===== src/rtl/mem_arbiter.sv =====
`default_nettype none
// ============================================================================
// Module   : mem_arbiter
// Purpose  : Two-port (instruction / data) arbiter in front of a single shared
//            RAM with a stall handshake.  One access is in flight at a time.
//            Ties alternate between the ports, and a wait counter forces
//            completion of accesses that stall for too long.
// Ports    : clk, rst_n                 - clock, synchronous active-low reset
//            i_cs/i_we/i_addr/i_din      - instruction-port request
//            i_dout/i_stall              - instruction-port read data / stall
//            d_cs/d_we/d_addr/d_din      - data-port request
//            d_dout/d_stall              - data-port read data / stall
//            ram_cs/ram_we/ram_addr/ram_din - shared-RAM request
//            ram_dout/ram_stall          - shared-RAM read data / busy
//            err                         - sticky timeout flag
// Params   : TIMEOUT - maximum BUSY cycles before forced completion (2..255)
// Revision : 1.0 - initial release
// ============================================================================
module mem_arbiter #(
   parameter int TIMEOUT = 64
) (
   input  logic        clk,
   input  logic        rst_n,
   input  logic        i_cs,
   input  logic        i_we,
   input  logic [31:0] i_addr,
   input  logic [31:0] i_din,
   output logic [31:0] i_dout,
   output logic        i_stall,
   input  logic        d_cs,
   input  logic        d_we,
   input  logic [31:0] d_addr,
   input  logic [31:0] d_din,
   output logic [31:0] d_dout,
   output logic        d_stall,
   output logic        ram_cs,
   output logic        ram_we,
   output logic [31:0] ram_addr,
   output logic [31:0] ram_din,
   input  logic [31:0] ram_dout,
   input  logic        ram_stall,
   output logic        err
);

   typedef enum logic [2:0] {
      S_IDLE   = 3'd0,
      S_BUSY_I = 3'd1,
      S_BUSY_D = 3'd2,
      S_DONE_I = 3'd3,
      S_DONE_D = 3'd4
   } state_t;

   // Wait count at which a still-stalled access is forcibly completed.
   localparam logic [7:0] WAIT_LIMIT = 8'(TIMEOUT - 1);

   state_t      state_q,  state_d;
   logic        we_q,     we_d;
   logic [31:0] addr_q,   addr_d;
   logic [31:0] din_q,    din_d;
   logic [31:0] i_dout_q, i_dout_d;
   logic [31:0] d_dout_q, d_dout_d;
   logic        err_q,    err_d;
   logic [7:0]  wait_q,   wait_d;
   logic        last_d_q, last_d_d;

   logic        busy;
   logic        busy_is_d;
   logic        grant_d;

   assign busy      = (state_q == S_BUSY_I) || (state_q == S_BUSY_D);
   assign busy_is_d = (state_q == S_BUSY_D);

   // On a tie the port that was NOT served last wins; last_d_q resets to 0
   // so the data port wins the very first tie.
   assign grant_d   = d_cs && (!i_cs || !last_d_q);

   always_comb begin
      state_d  = state_q;
      we_d     = we_q;
      addr_d   = addr_q;
      din_d    = din_q;
      i_dout_d = i_dout_q;
      d_dout_d = d_dout_q;
      err_d    = err_q;
      wait_d   = wait_q;
      last_d_d = last_d_q;

      case (state_q)
         S_IDLE: begin
            if (grant_d) begin
               state_d = S_BUSY_D;
               we_d    = d_we;
               addr_d  = d_addr;
               din_d   = d_din;
            end else if (i_cs) begin
               state_d = S_BUSY_I;
               we_d    = i_we;
               addr_d  = i_addr;
               din_d   = i_din;
            end
         end

         S_BUSY_I, S_BUSY_D: begin
            if (!ram_stall || (wait_q == WAIT_LIMIT)) begin
               // Normal or forced completion.  A forced completion also
               // counts as "served" for tie-breaking so a dead RAM cannot
               // starve one port.
               state_d  = busy_is_d ? S_DONE_D : S_DONE_I;
               last_d_d = busy_is_d;
               wait_d   = 8'd0;
               if (ram_stall) begin
                  err_d = 1'b1;
               end
               if (busy_is_d) begin
                  d_dout_d = ram_stall ? 32'h0 : ram_dout;
               end else begin
                  i_dout_d = ram_stall ? 32'h0 : ram_dout;
               end
            end else begin
               wait_d = wait_q + 8'd1;
            end
         end

         S_DONE_I, S_DONE_D: begin
            state_d = S_IDLE;
         end

         default: begin
            state_d = S_IDLE;
         end
      endcase
   end

   always_ff @(posedge clk) begin
      if (!rst_n) begin
         state_q  <= S_IDLE;
         we_q     <= 1'b0;
         addr_q   <= 32'h0;
         din_q    <= 32'h0;
         i_dout_q <= 32'h0;
         d_dout_q <= 32'h0;
         err_q    <= 1'b0;
         wait_q   <= 8'd0;
         last_d_q <= 1'b0;
      end else begin
         state_q  <= state_d;
         we_q     <= we_d;
         addr_q   <= addr_d;
         din_q    <= din_d;
         i_dout_q <= i_dout_d;
         d_dout_q <= d_dout_d;
         err_q    <= err_d;
         wait_q   <= wait_d;
         last_d_q <= last_d_d;
      end
   end

   assign ram_cs   = busy;
   assign ram_we   = we_q & busy;
   assign ram_addr = addr_q;
   assign ram_din  = din_q;
   assign i_dout   = i_dout_q;
   assign d_dout   = d_dout_q;
   assign err      = err_q;

   // A port stalls whenever it requests, except in its own DONE cycle.
   assign i_stall  = i_cs & (state_q != S_DONE_I);
   assign d_stall  = d_cs & (state_q != S_DONE_D);

endmodule
`default_nettype wire

===== config.mk =====
export PLATFORM = sky130hd
export DESIGN_NAME = mem_arbiter
export DESIGN_NICKNAME = d
export VERILOG_FILES = /design/src/rtl/mem_arbiter.sv
export SDC_FILE = /design/constraint.sdc
export NUM_CORES = 1
export LEC_CHECK = 0
export CORE_MARGIN = 1
export CORE_UTILIZATION = 36
export DETAILED_ROUTE_END_ITERATION = 12
export PLACE_DENSITY = 0.88
export RECOVER_POWER = 25
export SLEW_MARGIN = 10
export SYNTH_ARGS = -nofsm -noshare
export SYNTH_HDL_FRONTEND = slang
export SYNTH_SLANG_ARGS = --single-unit

===== constraint.sdc =====
create_clock -name clk -period 1.5 [get_ports clk]
set_input_delay 0.15 -clock clk [delete_from_list [all_inputs] [get_ports clk]]
set_output_delay 0.15 -clock clk [all_outputs]
set_load 0.05 [all_outputs]

After elaboration in Yosys (flattened, before gate mapping):

Index checks and enable logic that the tools add are counted.

* bits in registers: 142
* logic and storage cells: 50

* add/sub/neg operators: 1
* equality and inequality tests: 7
* mux-type cells: 13
* bitwise operators: 4
* reduce and logical (&&, ||, !) cells: 16

Operators by type and width (number)
* $mux W32: 5
* $mux W3: 4
* $reduce_and A3 Y1: 3
* $add A8 B1 Y8 const B: 1
* $eq A8 B6 Y1 const B: 1
* $mux W8: 1
* $ne A3 B3 Y1 const B: 2
* $pmux W3 S2: 1
* $reduce_and A2 Y1: 3
* $and A1 B1 Y1: 3
* $eq A3 B1 Y1 const B: 1
* $eq A3 B2 Y1 const B: 1
* $logic_not A1 Y1: 3
* $logic_not A3 Y1: 1
* $logic_or A1 B1 Y1: 3
* $ne A3 B2 Y1 const B: 1
* $mux W1: 2
* $ne A2 B2 Y1 const B: 1
* $reduce_bool A2 Y1: 1
* $reduce_or A2 Y1: 1
* $logic_and A1 B1 Y1: 1
* $not A1 Y1: 1

Longest topological paths before layout:

* depth after elaboration: 5
* depth in mapped cells: 7
* mapped depth without buffers: 5

Worst setup path after synthesis:

Ideal clock, no wire load.

* path kind: register to output
* start: register state_q[0]
* end: output ram_we
* arrival: 1.992 ns
* required time: 1.350 ns
* path slack: -0.642 ns
* cell stages (with the launch flop): 5
* path buffers: 1
* path through: dfxtp_1 buf_4 xnor2_1 nor2_1 and2_1

* longest elaborated chain between the ends: 3
* elaborated cells on any way between the ends: 4
* those cells by class: eq/ne (2); bitwise (1); reduce/logical (1)

Ends and longest elaborated chain
* start: declaration: line 56 `state_t state_q, state_d;`
* start signal: assignment: line 146 `state_q <= state_d;`
* $eq A3 B1 Y1 / $eq A3 B2 Y1 (equally long branches): line 70 `assign busy = (state_q == S_BUSY_I) || (state_q == S_BUSY_D);`
* $logic_or A1 B1 Y1 (*): line 70
* via ram_cs: line 36 `output logic ram_cs,`
* $and A1 B1 Y1 (*): line 159 `assign ram_we = we_q & busy;`
* end: declaration: line 37 `output logic ram_we,`

Mark *: on every way through the listed nets, which the timed path passes. The rest lies on a longest branch.

Final worst setup path:

* start: register state_q[0]
* end: register din_q[21] (netlist: ram_din[21])

* longest elaborated chain between the ends: 2

Ends and longest elaborated chain
* $logic_not A3 Y1: line 88 `case (state_q)`
* $reduce_and A2 Y1 (no line)
* end signal: assignment: line 149 `din_q <= din_d;`
* end: declaration: line 59 `logic [31:0] din_q, din_d;`

Every way passes these cells.
A chain may end at the register's enable or synchronous reset.

==> flow_metrics.tcl <==
set metrics [dict create \
    numCtsBuffers 17 \
    hold_viol_final 0 \
    track_usage_pct 22.2 \
    grt_max_degree 43 \
    worst_slew_pin_slew_ns 0.350 \
    synth.top_cell.area_share_pct 50.3 \
    nNetsFinal 1042 \
    critical_path_arrival_ns 1.95 \
    vias 5610 \
    worstHoldPathType "input port to flip-flop" \
    die_area_um2 16200 \
    hold_path_depth 3 \
    cts-root-buf "clkbuf_16" \
    gp_congestion 0.816 \
    crit_slowest_cell "dfxtp_4" \
    rr_worst_depth 8 \
    p_per_area_nw_per_um2 1240 \
    synth.area.top_cells "dfxtp_1, mux2i_1, a32o_1" \
    post-dp-hpwl_um 12300 \
    intPower_uw 8690 \
    post-route-worst-setup-slack_ns -0.126 \
    synthCells 514 \
    cpMostUsedCell "buf_12" \
    grt_pass1_wl_um 27900 \
    start_util_pct 37.0 \
    combPwrFrac_pct 35.7 \
    relSlewSlack_pct 76.1 \
    critical_path.max_fanout 8 \
    ys_ff_latch 142 \
    required_ns 1.82 \
    worstPathCellList "buf_6, nor4_4, buf_6, buf_12, buf_12, buf_12, nor2_1, a211oi_1" \
    cts_buffer_depth 2 \
    via_per_inst 5.11 \
    antennaDiodeCount 0 \
    final_max_slew_viol_count 0 \
    whs_endpoint "ram_din[2]" \
    ys.flop_type "dfxtp_1" \
    layout_commonest_cell "clkdlybuf4s50_1" \
    finalInstanceArea_um2 10700 \
    cts_sinks 142 \
    setup_viol 94 \
    route.detailed.drc 0 \
    drt.antenna.violating_nets 0 \
    synthArstFlopShare_pct 0 \
    area_delta_synth_final_pct 88.5 \
    die_h_um 127 \
    layout-drive-gt1-share_pct 42.3 \
    antenna_found_initial 0 \
    wl_per_cell_um 17.5 \
    hold_path.startpoint "i_din[2]" \
    status "finished with violations" \
    syn-cell-area_um2 5650 \
    yosysWarnings 0 \
    power.share.clock_pct 31.4 \
    clock_skew_ns 0.0109 \
    worstSetupPathType "flip-flop to flip-flop" \
    fillCellCount 1056 \
    first_iter_violations 188 \
    seq_power_share_pct 33.0 \
    peakVddDrop_mv 0.820 \
    p_leak_uw 0.00440 \
    ioPinCount 300 \
    rsz0062_at_grt "true" \
    violations "negative setup slack" \
    io_buffer_count 299 \
    endpoint_kind "flip-flop" \
    switching_share_pct 34.4 \
    slowest_delay_ns 0.36 \
    max_freq_mhz 615 \
    postPlaceCellArea_um2 8950 \
    synth_area_leader_cell "dfxtp_1" \
    grt_overflow 0 \
    synth_edf_count 0 \
    min_period_over_period_pct 108 \
    clock_latency_ns 0.41 \
    drt-total-wl_um 19300 \
    r2r_start "state_q[0]" \
    cts_tree "done" \
    htreeDepth 4 \
    switching_power_uw 4560 \
    synthDistinctLibCells 40 \
    timing.setup.tns_ns -4.54 \
    synth.avg_cell_area_um2 11.0 \
    startpoint_type "flip-flop" \
    clk_pin_slew_ns 0.06 \
    yosysSeqAreaShare_pct 50.3 \
    period_needed_ns 1.63 \
    layout_common_cells "clkdlybuf4s50_1, dfxtp_1, buf_4" \
    r2r-end "ram_din[21]" \
    die_w_um 127 \
    drv_cap 0 \
    regToRegSetupSlack_ns -0.13 \
    syn-num-nets 682 \
    cts_hold_buf 0 \
    coreArea_um2 15300 \
    row_count 45 \
    grt_pass1_vias 5442 \
    dr.pass1.iters 4 \
]
[power by group through the flow]
stage	Sequential, uW	Combinational, uW	Clock [uW]
finish	4370	4730	4150
global route	4400	4950	4430
CTS	4320	4330	4230
detailed placement	4390	3680	0
global placement	4380	3630	0
floorplan	5460	1100	0
[state kept, by name (all words and copies together) (netlist names)]
name      cells
last_d_q      1
wait_q        8
ram_addr     32
d_dout       32
we_q          1
err           1
state_q       3
ram_din      32
i_dout       32
[final cells by class]
cell class	instances	area (um^2)	share of cell area [%]
well taps	211	264	2.48
clock inverters	14	153	1.43
flip-flops and latches	142	2850	26.8
repair buffers	392	3990	37.4
clock buffers	18	439	4.12
inverters	3	11.3	0.106
multi-input cells	318	2950	27.6
[timing repair]
item	4_1_cts	5_1_grt
endpoints found under the setup margin	72	142
pin swaps	46	33
setup buffers	26	11
hold endpoints to repair	0	0
cloned	8	6
resized for setup	56	101
[through the flow]
stage	utilization (%)	cells	hold WS (ns)	setup slack [ns]	total power [uW]
finish	69.8	1098	0.382	-0.126	13300
global route	69.8	1098	0.370	-0.160	13800
CTS	66.8	1083	0.365	-0.141	12900
detailed placement	58.6	1017	0.455	-0.268	8080
global placement	58.6	1017	0.448	-0.240	8010
floorplan	-	514	0.304	-0.156	6560
[worst max-delay path: cells and delay by family (launching register included)]
family                 cells  cell delay (ns)
buffers and inverters      5             0.68
and+or+nand+nor            2             0.30
AOI/OAI and AO/OA          1             0.20
DFF                        1             0.36
[kinds of logic after synthesis]
logic type | share of synthesized area, %
DFF | 50.3
xor gates and xnor gates | 1.24
adders and majority gates | 0.221
and+or+nand+nor | 7.88
muxes | 11.5
buffers and inverters | 5.11
AOI/OAI and AO/OA | 23.7
[how the worst max path moves through the flow]
| stage | from | endpoint | slack, ns | cells past startpoint |
|---|---|---|---|---|
| 4_1_cts | state_q[1] | ram_we | -0.14 | 5 |
| 2_1_floorplan | state_q[0] | ram_we | -0.16 | 4 |
| 5_1_grt | state_q[0] | ram_din[21] | -0.16 | 8 |
| 3_3_place_gp | d_cs | ram_addr[14] | -0.24 | 6 |
| 6_report | state_q[0] | ram_din[21] | -0.13 | 8 |
| 3_5_place_dp | d_cs | ram_addr[14] | -0.27 | 6 |
[layer usage]
| layer | global-route usage, % | share of wire (%) |
|---|---|---|
| met1 | 23.6 | 38 |
| met2 | 39.8 | 52 |
| met3 | 6.95 | 6.6 |
| met4 | 10.2 | 2.6 |
| met5 | 0 | 0 |
[cell usage after synthesis (2+ instances only)]
cell and n:
a31oi_1 2, nor2_1 80, clkbuf_1 20, xnor2_1 6, dfxtp_1 142, a211oi_2 20
inv_1 3, mux2i_1 65, xor2_1 2, a211oi_1 45, buf_6 4, nor2b_1 2
nor3_1 2, nand2b_1 2, a21oi_2 2, a32o_1 64, a21oi_1 3, o21ai_0 2
buf_4 8, buf_2 18, nand2_1 2, a21boi_0 2
(Power assumes the default switching activity.)
